File: config.mk
export PLATFORM = sky130hd
export DESIGN_NAME = fft8_stream_ctrl
export DESIGN_NICKNAME = d
export VERILOG_FILES = /design/src/rtl/fft8_stream_ctrl.sv
export SDC_FILE = /design/constraint.sdc
export NUM_CORES = 1
export LEC_CHECK = 0
export CAP_MARGIN = 5
export CORE_ASPECT_RATIO = 1.25
export CORE_UTILIZATION = 43
export CTS_BUF_LIST = sky130_fd_sc_hd__clkbuf_4
export CTS_CLUSTER_SIZE = 10
export DETAILED_ROUTE_END_ITERATION = 8
export GPL_TIMING_DRIVEN = 0
export HOLD_SLACK_MARGIN = 0.03
export PLACE_DENSITY = 0.82
export SYNTH_ARGS = -nofsm -noshare
export SYNTH_HDL_FRONTEND = slang
export SYNTH_SLANG_ARGS = --single-unit
export TNS_END_PERCENT = 1
File: constraint.sdc
create_clock -name clk -period 3.25 [get_ports clk]
set_clock_uncertainty 0.05 [all_clocks]
set_input_delay 0.975 -clock clk [delete_from_list [all_inputs] [get_ports clk]]
set_output_delay 0.975 -clock clk [all_outputs]
set_load 0.02 [all_outputs]
File: src/rtl/fft8_stream_ctrl.sv
// Streaming front end for fft8_top: loads one frame at bit-reversed addresses,
// runs the transform, then unloads the bins in natural order.
module fft8_stream_ctrl #(
    parameter int unsigned N     = 8,
    parameter int unsigned WIDTH = 12,
    parameter int unsigned AW    = $clog2(N)
) (
    input  logic                    clk,
    input  logic                    rst,
    input  logic                    s_valid,
    output logic                    s_ready,
    input  logic signed [WIDTH-1:0] s_re,
    input  logic signed [WIDTH-1:0] s_im,
    output logic                    m_valid,
    input  logic                    m_ready,
    output logic signed [WIDTH-1:0] m_re,
    output logic signed [WIDTH-1:0] m_im,
    output logic                    m_last,
    output logic                    fft_load,
    output logic [AW-1:0]           fft_load_addr,
    output logic signed [WIDTH-1:0] fft_in_re,
    output logic signed [WIDTH-1:0] fft_in_im,
    output logic                    fft_start,
    input  logic                    fft_done,
    output logic [AW-1:0]           fft_out_addr,
    input  logic signed [WIDTH-1:0] fft_out_re,
    input  logic signed [WIDTH-1:0] fft_out_im,
    output logic                    busy
);

    typedef enum logic [2:0] {
        LOAD  = 3'd0,
        FLUSH = 3'd1,
        START = 3'd2,
        GUARD = 3'd3,
        WAIT  = 3'd4,
        ADDR  = 3'd5,
        OUT   = 3'd6
    } state_t;

    localparam logic [AW-1:0] LAST = AW'(N - 1);

    state_t                    state;
    state_t                    state_nxt;
    logic [AW-1:0]             cnt;
    logic [AW-1:0]             cnt_nxt;
    logic                      fft_load_nxt;
    logic [AW-1:0]             fft_load_addr_nxt;
    logic signed [WIDTH-1:0]   fft_in_re_nxt;
    logic signed [WIDTH-1:0]   fft_in_im_nxt;
    logic                      fft_start_nxt;
    logic [AW-1:0]             fft_out_addr_nxt;
    logic                      m_valid_nxt;
    logic                      m_last_nxt;
    logic signed [WIDTH-1:0]   m_re_nxt;
    logic signed [WIDTH-1:0]   m_im_nxt;

    // Sample index -> register-file address for a decimation-in-time core
    function automatic logic [AW-1:0] bitrev(input logic [AW-1:0] a);
        logic [AW-1:0] r;
        r = '0;
        for (int i = 0; i < int'(AW); i++) begin
            r[i] = a[int'(AW) - 1 - i];
        end
        return r;
    endfunction

    assign s_ready = (state == LOAD);
    assign busy    = !((state == LOAD) && (cnt == '0));

    always_ff @(posedge clk or posedge rst) begin
        if (rst) begin
            state         <= LOAD;
            cnt           <= '0;
            fft_load      <= 1'b0;
            fft_load_addr <= '0;
            fft_in_re     <= '0;
            fft_in_im     <= '0;
            fft_start     <= 1'b0;
            fft_out_addr  <= '0;
            m_valid       <= 1'b0;
            m_last        <= 1'b0;
            m_re          <= '0;
            m_im          <= '0;
        end else begin
            state         <= state_nxt;
            cnt           <= cnt_nxt;
            fft_load      <= fft_load_nxt;
            fft_load_addr <= fft_load_addr_nxt;
            fft_in_re     <= fft_in_re_nxt;
            fft_in_im     <= fft_in_im_nxt;
            fft_start     <= fft_start_nxt;
            fft_out_addr  <= fft_out_addr_nxt;
            m_valid       <= m_valid_nxt;
            m_last        <= m_last_nxt;
            m_re          <= m_re_nxt;
            m_im          <= m_im_nxt;
        end
    end

    // Next-state and next-value logic; every output register is fed from here
    always_comb begin
        state_nxt         = state;
        cnt_nxt           = cnt;
        fft_load_nxt      = 1'b0;
        fft_load_addr_nxt = fft_load_addr;
        fft_in_re_nxt     = fft_in_re;
        fft_in_im_nxt     = fft_in_im;
        fft_start_nxt     = 1'b0;
        fft_out_addr_nxt  = fft_out_addr;
        m_valid_nxt       = m_valid;
        m_last_nxt        = m_last;
        m_re_nxt          = m_re;
        m_im_nxt          = m_im;

        case (state)
            LOAD: begin
                if (s_valid) begin
                    fft_load_nxt      = 1'b1;
                    fft_load_addr_nxt = bitrev(cnt);
                    fft_in_re_nxt     = s_re;
                    fft_in_im_nxt     = s_im;
                    if (cnt == LAST) begin
                        cnt_nxt   = '0;
                        state_nxt = FLUSH;
                    end else begin
                        cnt_nxt = cnt + AW'(1);
                    end
                end
            end
            FLUSH: begin
                // Registered start lands in the START cycle
                fft_start_nxt = 1'b1;
                state_nxt     = START;
            end
            START: begin
                state_nxt = GUARD;
            end
            GUARD: begin
                // done may still be high from the previous frame here
                state_nxt = WAIT;
            end
            WAIT: begin
                if (fft_done) begin
                    fft_out_addr_nxt = '0;
                    state_nxt        = ADDR;
                end
            end
            ADDR: begin
                m_re_nxt    = fft_out_re;
                m_im_nxt    = fft_out_im;
                m_valid_nxt = 1'b1;
                m_last_nxt  = (fft_out_addr == LAST);
                state_nxt   = OUT;
            end
            OUT: begin
                if (m_ready) begin
                    m_valid_nxt = 1'b0;
                    if (fft_out_addr != LAST) begin
                        fft_out_addr_nxt = fft_out_addr + AW'(1);
                        state_nxt        = ADDR;
                    end else begin
                        m_last_nxt = 1'b0;
                        state_nxt  = LOAD;
                    end
                end
            end
            default: begin
                state_nxt = LOAD;
            end
        endcase
    end

endmodule

==> results.json, run 1 <==
{
  "synth-compound-area-share": 0.0386,
  "gr-usage-met1": 0.203,
  "groute.layer.met3.usage": 0.0444,
  "synthSimpleGateAreaFrac": 0.0603,
  "slowest_stage": "clkdlybuf4s50_1",
  "diodes": 0,
  "row_count": 31,
  "worstMarginPinSlew_ps": 663,
  "drive_gt1_frac": 0.228,
  "synthTopCellsByArea": "dfrtp_1 (62%), mux2_2 (20%), mux2_1 (3.0%)",
  "critPathArrivalTime_ps": 1770,
  "wl_um": 5210,
  "wl_per_cell_um": 14.1,
  "grt_overflow": 0,
  "synth.mux.area_fraction": 0.226,
  "yosysTopAreaCellShare": 0.618,
  "syn_to_final_growth_pct": 51.8,
  "ir_worst_vdd_mv": 0.488,
  "r2r_cells": 5,
  "synth_flop_cell": "dfrtp_1",
  "max_freq_mhz": 358,
  "coreArea_um2": 5820,
  "cp_cell_sequence": "nor3_4 -> clkdlybuf4s50_1",
  "period_needed_ps": 2790,
  "power_leakage_nw": 1.67,
  "hold_depth": 1,
  "dp_hpwl_um": 3810,
  "final_nets": 357,
  "drc_errors": 0,
  "endpoint_kind": "primary output",
  "yosys.area_share.adder": 0.0241,
  "gp_congestion": 0.820,
  "fin_cells": 369,
  "ys_seq_elements": 64,
  "cts_tree": "yes",
  "cap_viol_max_count": 0,
  "drtAntennaViolNets": 0,
  "syn_nets": 233,
  "drt_iter0_drc": 42,
  "grt_antenna_before_repair": 0,
  "grt_busiest_layer": "met2",
  "critPathKind": "reg2out",
  "slowest_delay_ps": 670,
  "min_from": "fft_in_re[7]",
  "yosysWarnings": 0,
  "grtUsageMet2": 0.307,
  "fin_crit_sh": 0.860,
  "min_delay_worst_endpoint": "fft_in_re[7]",
  "rr_endpoint": "fft_in_im[2]",
  "yosysUniqueCellTypes": 29,
  "status": "finished, final reports clean",
  "vias": 1840,
  "max-slew-margin-rel": 0.557,
  "synth-edff-count": 0,
  "power_density_nw_per_um2": 1020,
  "syn_area_per_cell_um2": 14.8,
  "timing.rr.start": "state[2]",
  "clkSinkCount": 64,
  "setup_viol": 0,
  "cts_buffer_depth": 2,
  "rsz0062_at_grt": "false",
  "die_h_um": 88.8,
  "cp-start-kind": "flip-flop",
  "drv_slew": 0,
  "dieArea_um2": 6350,
  "hold_viol": 0,
  "ctsResizeCount": 0,
  "synth.cell_area_um2": 2590,
  "cp_max_fo": 5,
  "syn_inst": 175,
  "hold_buffers": 0,
  "grt_pass1_wl_um": 8450,
  "grt.total_usage": 0.177,
  "die_w_um": 71.5,
  "start_util": 0.446,
  "grt_max_degree": 34,
  "grt_pass1_vias": 1861,
  "yosys.area_share.xor_xnor": 0,
  "dr.pass1.iters": 4,
  "ctsHtreeMaxLevel": 3,
  "synth_top_family_by_area": "multiplexers",
  "required_ps": 2220,
  "synth_common_cells": "dfrtp_1 (64), mux2_2 (45), mux2_1 (7)",
  "hold-worst-slack_ps": 443,
  "numPortBuffers": 112,
  "ios": 113,
  "post_cts_buffers": 0,
  "yosys.area.top_type": "dfrtp_1",
  "hp-class": "reg2reg",
  "drt-vias-per-instance": 4.99,
  "synth_seq_area_share": 0.618,
  "clk_pin_slew_worst_paths_ps": 100,
  "clock_latency_ps": 390,
  "synth.most_common_cell": "dfrtp_1",
  "root_buffer": "clkbuf_4",
  "postSynth.asyncResetShare": 1.00,
  "dp_cells": 354,
  "cts_made_buffers": 9,
  "r2r_setup_slack_ps": 1580
}
-- power by group --
group	leakage [nW]	internal [mW]	switching [mW]
Combinational	0.839	1.14	0.963
Sequential	0.763	1.20	0.217
Clock	0.0681	0.221	0.260
-- metrics by stage --
step           total power [mW]  setup TNS (ps)  setup slack (ps)  utilization  instance area, um2
4_1_cts                    4.05               0               436        0.676                3940
2_1_floorplan              2.58               0               627            -                2590
3_5_place_dp               3.55               0               774        0.656                3820
3_3_place_gp               3.49          -33170              -520        0.652                3800
5_1_grt                    4.25               0               368        0.676                3940
6_report                   3.99               0               455        0.676                3940
-- metal layers --
| layer | part of all wire | vias to the layer above |
|---|---|---|
| met1 | 0.39 | 897 |
| li1 | - | 863 |
| met3 | 0.066 | 8 |
| met4 | 0.018 | 0 |
| met2 | 0.52 | 72 |
| met5 | 0 | - |
-- flip-flops by register name (all words and copies together) (netlist names) --
name	flops
cnt	3
m_re	12
fft_in_im	12
m_valid	1
fft_load_addr	3
fft_start	1
fft_load	1
fft_in_re	12
state	3
m_last	1
m_im	12
fft_out_addr	3
-- worst max path at each step --
| stage | startpoint | to | slack (ps) | cells after the start |
|---|---|---|---|---|
| 5_1_grt | state[2] | busy | 370 | 3 |
| 2_1_floorplan | rst | cnt[0] | 630 | 1 |
| 6_report | state[2] | s_ready | 460 | 2 |
| 4_1_cts | state[2] | s_ready | 440 | 2 |
| 3_3_place_gp | rst | fft_in_im[8] | -520 | 2 |
| 3_5_place_dp | s_valid | fft_in_im[2] | 770 | 5 |
-- area by class of cell --
| class | count | area [um2] |
|---|---|---|
| Fill cell | 439 | 1880 |
| Tap cell | 66 | 82.6 |
| Clock inverter | 6 | 51.3 |
| Buffer | 9 | 67.6 |
| Inverter | 5 | 18.8 |
| Timing Repair Buffer | 113 | 1140 |
| Multi-Input combinational cell | 97 | 905 |
| Clock buffer | 9 | 67.6 |
| Sequential cell | 64 | 1600 |
-- cells by family (layout without fill, tap and decap cells) --
family | after synthesis | in the layout
AOI/OAI and AO/OA | 16 | 16
adders and majority gates | 5 | 5
buffers and inverters | 14 | 142
DFF | 64 | 64
muxes | 52 | 52
and+or+nand+nor | 24 | 24
-- layout by cell type (no fill, tap or decap), types with 2 or more instances in the layout --
cell type / synthesis / final
clkdlybuf4s50_1: 0 / 112
dfrtp_1: 64 / 64
mux2_2: 45 / 45
clkbuf_4: 0 / 9
mux2_1: 7 / 7
o21ai_0: 6 / 6
nand3_1: 5 / 5
ha_1: 5 / 5
inv_1: 5 / 4
a21oi_1: 4 / 4
buf_6: 3 / 3
buf_2: 3 / 3
nor2_1: 3 / 3
nand2b_1: 3 / 3
clkinv_1: 0 / 3
buf_4: 2 / 2
nand2_1: 2 / 2
nor2b_1: 2 / 2
nand3b_1: 2 / 2
a211oi_1: 2 / 2
clkinv_2: 0 / 2
-- critical path: cells and delay by family, from the launching register on --
kind	cells	cell delay (ps)
buffers and inverters	1	670
flip-flops	1	430
AND/OR/NAND/NOR	1	290
Power figures use the tool's default switching activity.
==> run 2, diff against run 1 <==
--- a/config.mk
+++ b/config.mk
@@ -13,7 +13,7 @@
 export DETAILED_ROUTE_END_ITERATION = 8
 export GPL_TIMING_DRIVEN = 0
 export HOLD_SLACK_MARGIN = 0.03
-export PLACE_DENSITY = 0.82
+export PLACE_DENSITY = 0.79
 export SYNTH_ARGS = -nofsm -noshare
 export SYNTH_HDL_FRONTEND = slang
 export SYNTH_SLANG_ARGS = --single-unit
==> constraint.sdc (replaced) <==
create_clock -name clk -period 3.25 [get_ports clk]
set_clock_uncertainty 0.05 [all_clocks]
set_input_delay 0.65 -clock clk [delete_from_list [all_inputs] [get_ports clk]]
set_output_delay 0.65 -clock clk [all_outputs]
set_load 0.02 [all_outputs]
==> results.json, run 2 (synthesis results as in run 1) <==
{
  "power.total_mw": 3.96,
  "wl_per_cell_um": 14.2,
  "hp-class": "reg2reg",
  "clk_pin_slew_worst_paths_ps": 100,
  "p_int_mw": 2.49,
  "worstMarginPinSlew_ps": 756,
  "grt_overflow": 0,
  "cts_tree": "yes",
  "vias": 1841,
  "period_needed_ps": 2500,
  "grt_pass1_wl_um": 8480,
  "diodes": 0,
  "die_h_um": 88.8,
  "swShare": 0.370,
  "slowest_stage": "clkdlybuf4s50_1",
  "coreArea_um2": 5820,
  "layout_common_cells": "clkdlybuf4s50_1 (112), dfrtp_1 (64), mux2_2 (45)",
  "slowest_delay_ps": 560,
  "drc_errors": 0,
  "grt_pass1_vias": 1857,
  "dp_hpwl_um": 3860,
  "start_util": 0.446,
  "gp_congestion": 0.821,
  "clock_latency_ps": 390,
  "row_count": 31,
  "ctsHtreeMaxLevel": 3,
  "power_density_nw_per_um2": 1010,
  "cp-start-kind": "flip-flop",
  "ctsResizeCount": 0,
  "cpLargestDelayFamily": "buffers and inverters",
  "final_nets": 357,
  "post_cts_buffers": 0,
  "critPathArrivalTime_ps": 1800,
  "drt-vias-per-instance": 4.98,
  "status": "finished, final reports clean",
  "mostFrequentLayoutCell": "clkdlybuf4s50_1",
  "ios": 113,
  "dr.pass1.iters": 4,
  "root_buffer": "clkbuf_4",
  "max-slew-margin-rel": 0.495,
  "cp_cell_sequence": "nor3_4 -> nand3b_1 -> clkdlybuf4s50_1",
  "numPortBuffers": 112,
  "drv_slew": 0,
  "comb_power_share": 0.533,
  "clkSinkCount": 64,
  "dieArea_um2": 6350,
  "wl_um": 5270,
  "cap_viol_max_count": 0,
  "cp_num_buf_inv": 1,
  "critPathKind": "reg2out",
  "grt_antenna_before_repair": 0,
  "power.switching_mw": 1.46,
  "cp_max_fo": 5,
  "power_leakage_nw": 1.66,
  "nFillCells": 446,
  "setup_viol": 0,
  "required_ps": 2550,
  "die_w_um": 71.5,
  "cts_made_buffers": 9,
  "max_freq_mhz": 400,
  "endpoint_kind": "primary output",
  "postPlaceCellArea_um2": 3820,
  "rsz0062_at_grt": "false",
  "ir_worst_vdd_mv": 0.458,
  "pwr-share-clk": 0.111,
  "grt.total_usage": 0.178,
  "cts_buffer_depth": 2,
  "stdcell_area_um2": 3930,
  "hold_buffers": 0,
  "drtAntennaViolNets": 0,
  "grt_max_degree": 36,
  "drt_iter0_drc": 59,
  "drive_gt1_frac": 0.237,
  "syn_to_final_growth_pct": 51.5,
  "seqPwrFrac": 0.355,
  "hold_viol": 0,
  "fin_crit_sh": 0.769
}
[run 2: changes by cell type in the layout (fill, tap and decap cells not counted), sizes merged]
| cell | before | now |
|---|---|---|
| clkbuf | 10 | 11 |
| clkinvlp | 0 | 3 |
| clkinv | 5 | 3 |
| bufinv | 1 | 0 |
[run 2: through the flow]
stage                      util  cells  hold slack [ps]  TNS, ps  setup WS, ps
after floorplan               -    175              456        0           952
after global placement    0.652    353              419   -11730          -186
after detailed placement  0.656    354              429        0          1110
after CTS                 0.675    370              453        0           731
after global routing      0.675    370              473        0           641
final                     0.675    370              451        0           750
[run 2: worst paths after layout]
path                               from  depth (start not counted)  slack (ps)          endpoint
setup reg to reg               state[2]                          5        1570  fft_load_addr[0]
hold reg to reg            fft_in_re[1]                          1         450      fft_in_re[1]
hold / removal             fft_in_re[1]                          1         450      fft_in_re[1]
min in group asynchronous           rst                          2         660           m_im[6]
max in group asynchronous           rst                          3        1860      fft_in_re[9]
setup / recovery               state[2]                          3         750              busy
[run 2: cell type report]
| class | count | area [um2] | area share |
|---|---|---|---|
| timing repair buffer | 113 | 1140 | 0.291 |
| multi-input combinational | 97 | 905 | 0.230 |
| buffer | 9 | 67.6 | 0.0172 |
| clock inverter | 6 | 36.3 | 0.00924 |
| tap | 66 | 82.6 | 0.0210 |
| clock buffer | 10 | 75.1 | 0.0191 |
| inverter | 5 | 18.8 | 0.00478 |
| sequential | 64 | 1600 | 0.408 |
[run 2: metal layers]
metal  routed length (um)  global-route usage
met4                   93               0.114
met5                    0                   0
met1                 2110               0.202
met3                  340              0.0501
met2                 2730               0.296
[run 2: power groups by stage]
stage | Combinational, mW | Clock (mW) | Sequential, mW
2_1_floorplan | 0.719 | 0 | 1.86
3_3_place_gp | 2.09 | 0 | 1.40
3_5_place_dp | 2.13 | 0 | 1.43
4_1_cts | 2.14 | 0.461 | 1.41
5_1_grt | 2.26 | 0.497 | 1.46
6_report | 2.11 | 0.441 | 1.41
==> run 3, diff against run 2 <==
--- a/config.mk
+++ b/config.mk
@@ -7,13 +7,13 @@
 export LEC_CHECK = 0
 export CAP_MARGIN = 5
 export CORE_ASPECT_RATIO = 1.25
-export CORE_UTILIZATION = 43
+export CORE_UTILIZATION = 39
 export CTS_BUF_LIST = sky130_fd_sc_hd__clkbuf_4
 export CTS_CLUSTER_SIZE = 10
 export DETAILED_ROUTE_END_ITERATION = 8
 export GPL_TIMING_DRIVEN = 0
 export HOLD_SLACK_MARGIN = 0.03
-export PLACE_DENSITY = 0.79
+export PLACE_DENSITY = 0.75
 export SYNTH_ARGS = -nofsm -noshare
 export SYNTH_HDL_FRONTEND = slang
 export SYNTH_SLANG_ARGS = --single-unit
==> constraint.sdc (replaced) <==
create_clock -name clk -period 2.1 [get_ports clk]
set_clock_uncertainty 0.05 [all_clocks]
set_input_delay 0.42 -clock clk [delete_from_list [all_inputs] [get_ports clk]]
set_output_delay 0.42 -clock clk [all_outputs]
set_load 0.02 [all_outputs]
==> results.json, run 3 (synthesis results as in run 1) <==
{
  "cts_buffer_depth": 2,
  "ir_worst_vdd_mv": 0.715,
  "grt_overflow": 0,
  "seq_area_um2": 1600,
  "hold_buffers": 0,
  "final_nets": 357,
  "nFillCells": 537,
  "drv_slew": 0,
  "critPathKind": "reg2out",
  "cts_made_buffers": 9,
  "hold-worst-slack_ps": 330,
  "power.total_mw": 6.19,
  "row_count": 32,
  "cp_max_fo": 5,
  "max_freq_mhz": 506,
  "wl_per_cell_um": 13.7,
  "cp-start-kind": "flip-flop",
  "pwr-share-clk": 0.126,
  "worstMarginPinSlew_ps": 534,
  "drt_iter0_drc": 31,
  "critPathArrivalTime_ps": 1510,
  "grt_max_degree": 42,
  "diodes": 0,
  "hp-class": "in2async",
  "post-route-util": 0.630,
  "dp_hpwl_um": 4000,
  "power.switching_mw": 2.23,
  "mostFrequentLayoutCell": "clkdlybuf4s50_1",
  "multiInputGateArea_um2": 905,
  "ios": 113,
  "numPortBuffers": 112,
  "worstSetupEndpoint": "s_ready",
  "grt_antenna_before_repair": 0,
  "seqPwrFrac": 0.350,
  "rsz0062_at_grt": "false",
  "status": "finished, final reports clean",
  "p_int_mw": 3.96,
  "fin_crit_sh": 0.942,
  "clock_latency_ps": 390,
  "drive_gt1_frac": 0.238,
  "layout_common_cells": "clkdlybuf4s50_1 (110), dfrtp_1 (64), mux2_2 (45)",
  "clk_pin_slew_worst_paths_ps": 110,
  "dr.pass1.iters": 4,
  "syn_to_final_growth_pct": 52.7,
  "rr_endpoint": "fft_in_im[4]",
  "drc_errors": 0,
  "timing.rr.start": "state[1]",
  "r2r_setup_slack_ps": 410,
  "drt-vias-per-instance": 4.80,
  "swShare": 0.361,
  "grt_pass1_vias": 1840,
  "dieArea_um2": 6980,
  "vias": 1863,
  "start_util": 0.412,
  "endpoint_kind": "primary output",
  "root_buffer": "clkbuf_4",
  "grt.total_usage": 0.165,
  "cts_tree": "yes",
  "cp-startpoint": "state[1]",
  "power_density_nw_per_um2": 1560,
  "grt_pass1_wl_um": 8420,
  "ctsHtreeMaxLevel": 3,
  "comb_power_share": 0.525,
  "wl_um": 5330,
  "max-slew-margin-rel": 0.644,
  "r2r_cells": 5,
  "required_ps": 1630,
  "power_leakage_nw": 1.68,
  "finalSetupTns_ps": 0,
  "period_needed_ps": 1980,
  "drtAntennaViolNets": 0,
  "gp_congestion": 0.698,
  "cap_viol_max_count": 0,
  "finalWorstSetupSlack_ps": 123,
  "die_w_um": 74.9,
  "dp_slack_ps": 184,
  "hold_viol": 0,
  "die_h_um": 93.2,
  "setup_viol": 0,
  "coreArea_um2": 6290,
  "clkSinkCount": 64
}
## run 3: cell types whose count changed in the layout (fill, tap and decap cells not counted)
cell,previous run,this run
clkbuf_2,0,1
bufinv_16,0,1
clkinvlp_4,3,0
dlygate4sd2_1,0,1
clkinv_2,2,3
clkdlybuf4s50_1,112,110
## run 3: how the worst min path moves through the flow
stage / startpoint / end / cells past startpoint
2_1_floorplan: cnt[1] / fft_load_addr[1] / 1
3_3_place_gp: fft_in_re[1] / fft_in_re[1] / 1
3_5_place_dp: fft_in_im[3] / fft_in_im[3] / 1
4_1_cts: rst / m_im[1] / 2
5_1_grt: rst / fft_in_re[8] / 2
6_report: rst / m_im[1] / 2
## run 3: cell type report
class                      count  area share
buffer                         9      0.0171
timing repair buffer         113       0.287
tap                           85      0.0269
sequential                    64       0.405
clock buffer                  10      0.0190
multi-input combinational     97       0.229
clock inverter                 5      0.0123
inverter                       5     0.00474
## run 3: repair_timing
item	CTS	global route
pin swaps	0	1
gates resized for setup	2	2
setup endpoints to repair	2	1
buffers inserted	0	0
## run 3: critical path: stages (launching register included)
cell and delay [ps]:
dfrtp_1 440, nor3_4 300, dlygate4sd2_1 380
## run 3: per-stage QoR
stage,instances,area (um2)
final,388,3960
after global routing,388,3960
after CTS,388,3960
after detailed placement,373,3840
after global placement,372,3820
after floorplan,175,2590
## run 3: layer usage
metal | routed length [um] | vias up | track usage
li1 | - | 863 | -
met1 | 2060 | 914 | 0.194
met4 | 108 | 0 | 0.0896
met3 | 511 | 9 | 0.0571
met2 | 2660 | 77 | 0.259
met5 | 0 | - | 0
## run 3: power groups by stage
stage,logic [mW],clock network [mW],registers [mW]
after floorplan,1.11,0,2.88
after global placement,3.24,0,2.17
final,3.25,0.778,2.16
after global routing,3.48,0.859,2.26
after detailed placement,3.29,0,2.20
after CTS,3.29,0.814,2.17
==> variant, RTL diff (settings of run 1) <==
Change the parameter `WIDTH` from 12 to 24.
--- a/src/rtl/fft8_stream_ctrl.sv
+++ b/src/rtl/fft8_stream_ctrl.sv
@@ -4,3 +4,3 @@
     parameter int unsigned N     = 8,
-    parameter int unsigned WIDTH = 12,
+    parameter int unsigned WIDTH = 24,
     parameter int unsigned AW    = $clog2(N)
Interface: changed (8 resized); port bits go from 113 to 209. The function was not compared with the original's and may differ.
==> variant against run 1 <==
Power increased by 81%. Via count increased by 66%. Routed wire length increased by 100%. Cell area increased by 79%. Hold slack improved by 0.034 ns. Sequential power increased by 77%. Area after synthesis increased by 77%. Sequential cell count increased by 48. Worst setup slack got worse by 0.14 ns. Synthesized cell count increased by 57%. Cell count increased by 70%. Largest cell class unchanged. Highest routed layer unchanged.
==> variant: results (changes against run 1) <==
Outcome
  – Status: completed (unchanged)

Clocking
  – Worst skew pair latency: 0.44 ns (was 0.39 ns)
  – Clk slew on worst S/H paths: 0.16 ns (was 0.10 ns)

Synth
  – Unique cell type count in the Yosys netlist: 27 (was 29)
  – Net Count, Synth: 380 (was 233)
  – Syn Area/Cell: 16.8 um2 (was 14.8 um2)
  – Seq/Total Area, Yosys: 0.610 (was 0.618)

Cells and area
  – Non-filler instance count after layout: 629 (was 369)
  – Seq Cell Count: 112 (was 64)
  – Nonclk inv count: 4 (was 5)
  – Bufs w/o clock: 224 (was 122)
  – Layout cells sized above 1: 0.270 (was 0.228)
  – Fill cells: 765 (was 439)
  – Reg area: 2800 um2 (was 1600 um2)
  – Multi-input gate share of total cell area: 0.229 (was 0.230)

Drt
  – Pre-antenna DRT Iters: 3 (was 4)
  – DRT Wirelength: 10600 um (was 5210 um)
  – 1st-iter DRT viols: 61 (was 42)
  – Avg Vias per Cell: 4.85 (was 4.99)

Global route
  – Largest net degree at the start of global routing: 44 (was 34)
  – Global-route usage over all layers: 0.199 (was 0.177)
  – First-pass GRT wire length: 16800 um (was 8450 um)

Floorplanning
  – # Taps: 129 (was 66)

Critical path
  – Critical-path maximum fanout: 10 (was 5)
  – Largest stage delay, worst path: 0.56 ns (was 0.67 ns)
  – Worst path arrival time: 1.91 ns (was 1.77 ns)

Placement
  – Dpl hpwl: 8180 um (was 3810 um)
  – PortBufs: 208 (was 112)
  – Area after DPL: 6880 um2 (was 3820 um2)
  – Routability cong.: 0.731 (was 0.820)
  – Place WS: 0.775 ns (was 0.774 ns)

Power
  – VDD IR max: 551 uV (was 488 uV)
  – Power per Cell Area: 1030 nW/um2 (was 1020 nW/um2)

Timing
  – Max_slew headroom: 0.497 (was 0.557)
[variant: changes by cell type in the layout (fill, tap and decap cells not counted), moves of 3 or more]
cell	before	now
nand2b_1	3	0
nand2_1	2	5
mux2_2	45	54
mux2_1	7	0
buf_12	1	8
mux2_4	0	47
clkdlybuf4s50_1	112	208
buf_2	3	7
dfrtp_1	64	112
clkinvlp_4	0	3
[variant: power by group]
part	switching [mW]	internal [mW]
clock network	0.425	0.305
logic	1.75	2.28
registers	0.391	2.09
total	2.57	4.68
[variant: per-layer routing]
metal | vias to the layer above | global-route usage | part of all wire
met3 | 20 | 0.0439 | 0.071
met2 | 126 | 0.354 | 0.52
met4 | 0 | 0.0942 | 0.030
met1 | 1510 | 0.219 | 0.38
li1 | 1397 | - | -
met5 | - | 0 | 0
[variant: path summary, 6_finish.rpt]
| path | startpoint | end | slack, ns | cells past startpoint |
|---|---|---|---|---|
| min reg2reg | m_im[21] | m_im[21] | 0.48 | 1 |
| max reg2reg | state[0] | m_re[9] | 1.47 | 5 |
| max in group asynchronous | rst | fft_load_addr[1] | 1.51 | 3 |
| min in group asynchronous | rst | fft_in_re[11] | 0.98 | 2 |
| max | state[0] | busy | 0.31 | 4 |
| min | m_im[21] | m_im[21] | 0.48 | 1 |
[variant: cells by family (layout without fill, tap and decap cells)]
| kind of cell | Yosys count | after routing | synth area share |
|---|---|---|---|
| AOI/OAI and AO/OA | 15 | 15 | 0.0212 |
| adders and majority gates | 5 | 5 | 0.0136 |
| buffers and inverters | 18 | 244 | 0.0395 |
| DFF | 112 | 112 | 0.610 |
| muxes | 101 | 101 | 0.286 |
| and+or+nand+nor | 23 | 23 | 0.0294 |
